--- src/rtl/jt900h_pkg.sv ---
// Shared definitions for the TLCS-900H divider: FSM encoding and width constants.
package jt900h_pkg;

  typedef enum logic [2:0] {StIdle, StPrep, StIter, StFix, StDone} div_st_e;

  localparam int unsigned DIV8_W  = 8;
  localparam int unsigned DIV16_W = 16;

  // Quotient returned on divide-by-zero or early overflow
  localparam logic [15:0] DIV0_QUO = 16'hFFFF;

endpackage

--- src/rtl/jt900h_div_if.sv ---
// Launch/result bundle between the instruction sequencer and the DIV/DIVS unit.
interface jt900h_div_if;
  logic        start;
  logic        ws;
  logic        sgn;
  logic [31:0] op0;
  logic [15:0] op1;
  logic        busy;
  logic        done;
  logic        v;
  logic [31:0] rslt;

  modport master (output start, ws, sgn, op0, op1, input busy, done, v, rslt);
  modport slave  (input start, ws, sgn, op0, op1, output busy, done, v, rslt);
endinterface

--- src/rtl/jt900h_div_step.sv ---
// One radix-2 restoring division step: trial subtract and shift.
module jt900h_div_step #(
  parameter int unsigned N = 16
) (
  input  logic [N-1:0] rem,
  input  logic [N-1:0] dvs,
  input  logic         in_bit,
  output logic [N-1:0] rem_nx,
  output logic         q_bit
);
  logic [N:0]   trial;
  logic [N-1:0] diff;

  always_comb begin
    trial  = {rem, in_bit};
    // rem < dvs holds on entry, so a kept difference always fits in N bits
    diff   = trial[N-1:0] - dvs;
    q_bit  = trial >= {1'b0, dvs};
    rem_nx = q_bit ? diff : trial[N-1:0];
  end
endmodule

--- src/rtl/jt900h_div.sv ---
// Multi-cycle DIV/DIVS sequencer (16/8 and 32/16). Define JT900H_DIVS_EN to build
// the signed path; otherwise sgn is ignored and every division is unsigned.
module jt900h_div
  import jt900h_pkg::*;
(
  input  logic            clk,
  input  logic            rst,
  input  logic            cen,
  jt900h_div_if.slave     bus
);
  div_st_e     st;
  logic        ws_l;
  logic [31:0] op0_l;
  logic [15:0] op1_l;
  logic [15:0] rem, lo;
  logic [4:0]  cnt;
  logic        busy_q, done_q, v_q;
  logic [31:0] rslt_q;
`ifdef JT900H_DIVS_EN
  logic        sgn_l;
  logic        neg;
  logic [15:0] half;
`endif

  logic        a_neg, b_neg, in_bit, q_bit, ovf;
  logic [15:0] a_lo_neg, b_mag, hi_mag, rem_nx, q_w, q_fix, r_fix;
  logic [7:0]  b_lo_neg;
  logic [31:0] a_mag, rslt_nx;

  jt900h_div_step #(
    .N (DIV16_W)
  ) u_step (
    .rem    (rem),
    .dvs    (b_mag),
    .in_bit (in_bit),
    .rem_nx (rem_nx),
    .q_bit  (q_bit)
  );

  always_comb begin
`ifdef JT900H_DIVS_EN
    a_neg = sgn_l & (ws_l ? op0_l[31] : op0_l[15]);
    b_neg = sgn_l & (ws_l ? op1_l[15] : op1_l[7]);
`else
    a_neg = 1'b0;
    b_neg = 1'b0;
`endif
    a_lo_neg = -op0_l[15:0];
    b_lo_neg = -op1_l[7:0];
    a_mag    = ws_l ? (a_neg ? -op0_l : op0_l) : {16'h0, a_neg ? a_lo_neg : op0_l[15:0]};
    b_mag    = ws_l ? (b_neg ? -op1_l : op1_l) : {8'h0, b_neg ? b_lo_neg : op1_l[7:0]};
    hi_mag   = ws_l ? a_mag[31:16] : {8'h0, a_mag[15:8]};
    in_bit   = ws_l ? lo[15] : lo[7];
    q_w      = ws_l ? lo : {8'h0, lo[7:0]};
    q_fix    = q_w;
    r_fix    = rem;
    ovf      = 1'b0;
`ifdef JT900H_DIVS_EN
    neg  = a_neg ^ b_neg;
    half = ws_l ? 16'h8000 : 16'h0080;
    // v already set means an early exit: its fixed result is not sign-corrected
    if (!v_q) begin
      if (neg)   q_fix = -q_w;
      if (a_neg) r_fix = -rem;
      ovf = neg ? (q_w > half) : (q_w >= half);
    end
`endif
    rslt_nx = ws_l ? {r_fix, q_fix} : {16'h0, r_fix[7:0], q_fix[7:0]};
  end

  always_ff @(posedge clk or negedge rst) begin
    if (!rst) begin
      st     <= StIdle;
      busy_q <= 1'b0;
      done_q <= 1'b0;
      v_q    <= 1'b0;
      rslt_q <= '0;
      cnt    <= '0;
      ws_l   <= 1'b0;
      op0_l  <= '0;
      op1_l  <= '0;
      rem    <= '0;
      lo     <= '0;
`ifdef JT900H_DIVS_EN
      sgn_l  <= 1'b0;
`endif
    end else if (cen) begin
      unique case (st)
        StIdle: if (bus.start) begin
          ws_l   <= bus.ws;
          op0_l  <= bus.op0;
          op1_l  <= bus.op1;
`ifdef JT900H_DIVS_EN
          sgn_l  <= bus.sgn;
`endif
          busy_q <= 1'b1;
          v_q    <= 1'b0;
          st     <= StPrep;
        end
        StPrep: begin
          // Quotient would not fit in N bits: return the fixed overflow pattern
          if (b_mag == 16'h0 || hi_mag >= b_mag) begin
            v_q <= 1'b1;
            lo  <= DIV0_QUO;
            rem <= ws_l ? op0_l[15:0] : {8'h0, op0_l[7:0]};
            st  <= StFix;
          end else begin
            rem <= hi_mag;
            lo  <= a_mag[15:0];
            cnt <= ws_l ? 5'(DIV16_W) : 5'(DIV8_W);
            st  <= StIter;
          end
        end
        StIter: begin
          rem <= rem_nx;
          lo  <= {lo[14:0], q_bit};
          cnt <= cnt - 5'd1;
          if (cnt == 5'd1) st <= StFix;
        end
        StFix: begin
          rslt_q <= rslt_nx;
          v_q    <= v_q | ovf;
          done_q <= 1'b1;
          st     <= StDone;
        end
        StDone: begin
          done_q <= 1'b0;
          busy_q <= 1'b0;
          st     <= StIdle;
        end
        default: st <= StIdle;
      endcase
    end
  end

  assign bus.busy = busy_q;
  assign bus.done = done_q;
  assign bus.v    = v_q;
  assign bus.rslt = rslt_q;
endmodule

--- src/flat_wrapper.sv ---
// flat-port wrapper written by rule: the top's interface ports become plain ports
module jt900h_div_flat import jt900h_pkg::*;
  (clk, rst, cen, bus_start, bus_ws, bus_sgn, bus_op0, bus_op1, bus_busy, bus_done, bus_v, bus_rslt);
  jt900h_div_if bus_i ();
  input  logic clk;
  input  logic rst;
  input  logic cen;
  input wire logic [$bits(bus_i.start)-1:0] bus_start;
  input wire logic [$bits(bus_i.ws)-1:0] bus_ws;
  input wire logic [$bits(bus_i.sgn)-1:0] bus_sgn;
  input wire logic [$bits(bus_i.op0)-1:0] bus_op0;
  input wire logic [$bits(bus_i.op1)-1:0] bus_op1;
  output wire logic [$bits(bus_i.busy)-1:0] bus_busy;
  output wire logic [$bits(bus_i.done)-1:0] bus_done;
  output wire logic [$bits(bus_i.v)-1:0] bus_v;
  output wire logic [$bits(bus_i.rslt)-1:0] bus_rslt;
  assign bus_i.start = bus_start;
  assign bus_i.ws = bus_ws;
  assign bus_i.sgn = bus_sgn;
  assign bus_i.op0 = bus_op0;
  assign bus_i.op1 = bus_op1;
  assign bus_busy = bus_i.busy;
  assign bus_done = bus_i.done;
  assign bus_v = bus_i.v;
  assign bus_rslt = bus_i.rslt;
  jt900h_div u_core (.clk(clk), .rst(rst), .cen(cen), .bus(bus_i));
endmodule
--- config.mk ---
export PLATFORM = sky130hd
export DESIGN_NAME = jt900h_div_flat
export DESIGN_NICKNAME = d
export VERILOG_FILES = /design/src/rtl/jt900h_pkg.sv /design/src/rtl/jt900h_div_if.sv /design/src/rtl/jt900h_div_step.sv /design/src/rtl/jt900h_div.sv /design/src/flat_wrapper.sv
export SDC_FILE = /design/constraint.sdc
export NUM_CORES = 1
export LEC_CHECK = 0
export ABC_AREA = 1
export BUFFER_PORTS_ARGS = -buffer_cell sky130_fd_sc_hd__buf_2
export CORE_MARGIN = 3
export CORE_UTILIZATION = 45
export CTS_CLUSTER_DIAMETER = 80
export CTS_CLUSTER_SIZE = 30
export DETAILED_ROUTE_END_ITERATION = 12
export PLACE_DENSITY_LB_ADDON = 0.12
export SYNTH_ARGS = -nofsm -noshare
export SYNTH_HDL_FRONTEND = slang
export SYNTH_SLANG_ARGS = --single-unit
--- constraint.sdc ---
create_clock -name clk -period 3.2 [get_ports clk]
set_clock_uncertainty 0.15 [all_clocks]
set_input_delay 0 -clock clk [delete_from_list [all_inputs] [get_ports clk]]
set_output_delay 0 -clock clk [all_outputs]
set_load 0.1 [all_outputs]
; ---- Yosys cells after proc, flatten, opt, wreduce, memory -nomap -nowiden
; Cells that the tools add are included.
[classes]
addsub = 2
n_lt_le_gt_ge = 2
n_eq_ne = 9
muxes = 25
n_reduce_logical = 15
[op_table]
columns = op, n
row1 = $mux 16, 7
row2 = $mux 32, 2
row3 = $pmux 16 s2, 2
row4 = $ge 17x16->1, 1
row5 = $ge 16x16->1, 1
row6 = $logic_not 16->1, 1
row7 = $sub 16x16->16, 1
row8 = $pmux 3 s4, 1
row9 = $reduce_and 3->1, 4
row10 = $mux 5, 2
row11 = $pmux 5 s2, 1
row12 = $reduce_bool 2->1, 4
row13 = $eq 3x2->1 const B, 2
row14 = $mux 3, 2
row15 = $pmux 1 s2, 3
row16 = $reduce_and 2->1, 3
row17 = $eq 5x1->1 const B, 1
row18 = $mux 1, 5
row19 = $sub 5x1->5 const B, 1
row20 = $ne 2x1->1 const B, 2
row21 = $ne 2x2->1 const B, 2
row22 = $reduce_and 4->1, 1
row23 = $eq 3x1->1 const B, 1
row24 = $eq 3x3->1 const B, 1
row25 = 2 further kinds, 2
[word_totals]
reg_bits = 124
inputBits = 54

; ---- Longest topological paths before layout
[depth]
word_depth = 6
mapped_depth = 21
ltp_nobuf = 18

; ---- Hierarchy
; From an unflattened synthesis, not the netlist that was laid out.
[unflattened]
hier_cells = 1022
area_unflattened_um2 = 7546.0
[modules_own_cells]
columns = module, n_inst, cells_per_inst, area_each_um2
row1 = jt900h_div, 1, 753, 6190.9
row2 = jt900h_div_step, 1, 269, 1355.0

; ---- Least setup slack after synthesis
; OpenSTA, ideal clock, no wires.
[synth_path]
kind = reg2reg
startpoint = register u_core.ws_l
endpoint = register u_core.rem[13], in the netlist u_core.r_fix[13]
setup_ns = 0.117
arrival_time_ns = 2.457
setup_slack_ns = 0.476
path_stages_with_launch = 19
period_less_slack_ns = 2.724
cell_sequence = dfrtp_1 -> buf_4 -> buf_2 -> clkbuf_1 -> o21ai_0 -> inv_1 -> ha_1 -> nand2_1 -> inv_1 -> nor2_1 -> o21a_1 -> nand2_1 -> nand2_2 -> clkbuf_1 -> nand3_1 -> nand3_1 -> nand2_1 -> nand2_1 -> nand2_1
[synth_between]
elab_chain_len = 6
elab_cells_between_ends = 13
[synth_rtl]
columns = element, line_no
row1 = start: declaration, jt900h_div.sv:12  ; logic ws_l;
row2 = start signal: assignment, jt900h_div.sv:90  ; ws_l <= bus.ws;
row3 = $mux 32, jt900h_div.sv:50  ; a_mag = ws_l ? (a_neg ? -op0_l : op0_l) : {16'h0, a_neg ? a_lo_neg : op0_l[15:0]};
row4 = $mux 16, jt900h_div.sv:52  ; hi_mag = ws_l ? a_mag[31:16] : {8'h0, a_mag[15:8]};
row5 = $ge 16x16->1, jt900h_div.sv:102  ; if (b_mag == 16'h0 || hi_mag >= b_mag) begin
row6 = $logic_or 1x1->1, jt900h_div.sv:102
row7 = $mux 16, jt900h_div.sv:102
row8 = $pmux 16 s2 *, jt900h_div.sv:88  ; unique case (st)
row9 = end signal: assignment, jt900h_div.sv:105  ; rem <= ws_l ? op0_l[15:0] : {8'h0, op0_l[7:0]};
row10 = end signal: assignment, jt900h_div.sv:108  ; rem <= hi_mag;
row11 = end signal: assignment, jt900h_div.sv:115  ; rem <= rem_nx;
row12 = end: declaration, jt900h_div.sv:15  ; logic [15:0] rem, lo;
; Mark *: on every way between the ends. The rest lies on a longest branch, timed or not.
; A chain may end at the register's enable or synchronous reset.

; ---- Worst setup path after layout
[layout_path]
startpoint = register u_core.st[0]
endpoint = register u_core.op0_l[7]
[layout_between]
elab_chain_len = 2
[layout_rtl]
columns = element, line_no
row1 = start: declaration, jt900h_div.sv:11  ; div_st_e st;
row2 = start signal: assignment, jt900h_div.sv:73  ; st <= StIdle;
row3 = start signal: assignment, jt900h_div.sv:98  ; st <= StPrep;
row4 = start signal: assignment, jt900h_div.sv:106  ; st <= StFix;
row5 = $logic_not 3->1, jt900h_div.sv:88
row6 = $reduce_and 3->1 (no source line), n/a
row7 = end signal: assignment, jt900h_div.sv:91  ; op0_l <= bus.op0;
row8 = end: declaration, jt900h_div.sv:13  ; logic [31:0] op0_l;
; No other way between the ends.

==> results.py <==
metrics = {
    "status": {
        "status": "completed",
    },
    "clock_network": {
        "clkSlewWorstSetupHoldPaths_ns": 0.06,
        "cts_root_buffer": "clkbuf_16",
        "h-tree-depth": 4,
        "cts.sinks": 124,
        "clock_latency_ns": 0.43,
        "cts_tree": "built",
        "ctsResizeCount": 0,
        "clk_path_buf_depth": 2,
        "cts_made_buffers": 17,
    },
    "placement": {
        "io_buffers": 87,
        "gp_congestion": 0.9101,
        "dpl.hpwl_mm": 14.56,
        "pre_cts_slack_ns": 0.3610,
        "dp.cells": 1341,
    },
    "sta": {
        "fmax_ghz": 0.3374,
        "worst_slack_ns": 0.2359,
        "hold_viol": 0,
        "worst_pin_slew_ns": 0.7352,
        "max_slew_margin_pct": 50.99,
        "final.setup.tns_ns": 0,
        "fin_crit_sh_pct": 92.63,
        "finalCriticalPeriod_ns": 2.964,
        "drv_slew": 0,
        "setup_viol": 0,
        "rsz0062_at_grt": "false",
    },
    "drt": {
        "wl_mm": 20.43,
        "drt-initial-drc-count": 517,
        "firstDrtPassIters": 5,
        "detail_route.wl_per_cell_um": 14.16,
        "ant_nets": 0,
        "vias_per_cell": 4.903,
        "drc_errors": 0,
        "num_vias": 7075,
    },
    "run": {
        "maxCapViolations": 0,
    },
    "setup_path": {
        "end_kind": "register",
        "crit_top_cell": "dlygate4sd3_1",
        "cp-start-kind": "register",
        "worst-path-max-fanout": 16,
        "crit_type": "reg2reg",
        "cp_slowest_cell": "dlygate4sd3_1",
        "cp.arrival_ns": 3.12,
        "critical-path-max-stage-delay_ns": 0.61,
        "worstPathCellList": "nor2_2 > inv_2 > nor2_1 > inv_1 > or2_1 > nand2_2 > nor3_4 > buf_12 > nand2_1 > dlygate4sd3_1 > o21ai_0 > dlygate4sd3_1",
        "required_ns": 3.35,
    },
    "global_route": {
        "grt_max_degree": 56,
        "grt_usage_pct": 23.15,
        "grt_pass1_wl_mm": 33.35,
        "grt_antenna_before_repair": 0,
        "grt_pass1_vias": 6570,
        "overflow": 0,
    },
    "logic_synthesis": {
        "synth_compound_area_share_pct": 10.63,
        "synth_fa_ha_area_share_pct": 5.931,
        "syn_nets": 1155,
        "ys.flop_type": "dfrtp_1",
        "ys_seq_elements": 124,
        "syn_area_per_cell_um2": 7.045,
        "synthXorXnorAreaFrac_pct": 0.4665,
        "synthSimpleGateAreaFrac_pct": 32.31,
        "syn_inst": 1066,
        "synth_mux_area_share_pct": 0,
        "seq_area_frac_synth_pct": 41.32,
        "synthArstFlopShare_pct": 100.0,
        "synthesis.area_um2": 7510,
        "yosysWarnings": 0,
        "synth_top_family_by_area": "simple AND/OR/NAND/NOR gates",
        "yosysUniqueCellTypes": 36,
        "synth-edff-count": 0,
    },
    "floorplan": {
        "dieArea_um2": 18270,
        "die_h_um": 135.2,
        "rows": 46,
        "io-pin-count": 89,
        "start_util_pct": 46.60,
        "die_w_um": 135.2,
        "design.core.area_um2": 16120,
    },
    "cells_and_area": {
        "area_growth_pct": 25.94,
        "layout_commonest_cell": "nand2_1",
        "utilization_pct": 58.69,
        "layout-drive-gt1-share_pct": 13.45,
        "stdcell_count": 1443,
        "layout_common_cells": "nand2_1, dfrtp_1, inv_1",
        "n_fill_cell": 1556,
        "diodes": 0,
        "nets": 1304,
    },
    "min_path": {
        "min_path_type": "in2async",
    },
}
-- repair_timing --
| action | in CTS | in global routing |
|---|---|---|
| hold buffers | 68 | 0 |
| hold endpoints to repair | 108 | 0 |
| setup endpoints to repair | 0 | 3 |
| buffers inserted | 0 | 3 |
-- worst paths after layout --
check	startpoint	endpoint	slack, ns	cells past startpoint
setup / recovery	u_core.st[0]$_DFFE_PN0P_	u_core.op0_l[7]$_DFFE_PN0P_	0.24	12
hold / removal	rst	u_core.bus.rslt[29]$_DFFE_PN0P_	0.02	2
setup reg to reg	u_core.st[0]$_DFFE_PN0P_	u_core.op0_l[7]$_DFFE_PN0P_	0.24	12
hold reg to reg	u_core.op0_l[23]$_DFFE_PN0P_	u_core.op0_l[23]$_DFFE_PN0P_	0.31	2
max in group asynchronous	rst	u_core.bus.rslt[2]$_DFFE_PN0P_	2.10	3
min in group clk	bus_op0[25]	u_core.op0_l[25]$_DFFE_PN0P_	0.15	4
-- synth_stat cells (3+ instances only) --
master    instances  area share [%]
inv_1           122             6.1
nand2_2           4            0.33
and2_1            3            0.25
nor2_1           61             3.0
o21a_1            3            0.30
nor3_1            7            0.47
dfrtp_1         124              41
o21ai_0          85             5.7
nand3_1          62             4.1
inv_2             5            0.25
ha_1             34             5.7
o21ai_1          13            0.87
clkbuf_1         19            0.95
or2_2             8            0.67
nand4_1           3            0.25
buf_4             7            0.70
xor2_1            4            0.47
o31ai_1           9            0.90
nand2_1         417              21
buf_2            15             1.0
nand3b_1          7            0.70
a21oi_1          37             2.5
-- metal layers --
metal | track usage, % | wire (um) | share of wire [%]
met2 | 34.65 | 8911 | 44
met4 | 7.391 | 397 | 1.9
met5 | 0 | 0 | 0
met3 | 4.235 | 1170 | 5.7
met1 | 34.10 | 9953 | 49
-- flip-flops by register name (all words and copies together), names as in the netlist --
register,cells
u_core.bus.rslt,32
u_core.op0_l,32
u_core.lo,16
u_core.op1_l,16
u_core.r_fix,16
u_core.cnt,5
u_core.st,3
u_core.bus.busy,1
u_core.bus.done,1
u_core.bus.v,1
u_core.ws_l,1
-- stage by stage --
stage / hold WS (ns) / area, um^2
6_report: 0.01757 / 9458
5_1_grt: 0.07633 / 9458
4_1_cts: 0.04295 / 9423
3_5_place_dp: -0.05055 / 8145
3_3_place_gp: -0.05096 / 8145
2_1_floorplan: -0.4456 / 7510
-- area by class of cell --
| type | instances | area [um^2] | area share [%] |
|---|---|---|---|
| Clock buffer | 19 | 432.9 | 4.577 |
| Clock inverter | 12 | 163.9 | 1.733 |
| Inverter | 127 | 476.7 | 5.040 |
| Multi-Input combinational cell | 771 | 3712 | 39.25 |
| Sequential cell | 124 | 3103 | 32.81 |
| Tap cell | 216 | 270.3 | 2.858 |
| Timing Repair Buffer | 174 | 1299 | 13.73 |
-- cell families after synthesis --
family                     count (synthesis)
DFF                                      124
adders and majority gates                 35
and+or+nand+nor                          582
xor gates and xnor gates                   4
AOI/OAI and AO/OA                        150
buffers and inverters                    171
-- critical path: cells and delay by family (launching register included) --
| family | cells | cell delay [ns] |
|---|---|---|
| DFF | 1 | 0.42 |
| AOI/OAI and AO/OA | 1 | 0.12 |
| buffers and inverters | 5 | 1.44 |
| and+or+nand+nor | 6 | 0.71 |
Power is not shown: default switching activity piles up to over one toggle a cycle in this logic, so the estimate is an artifact.
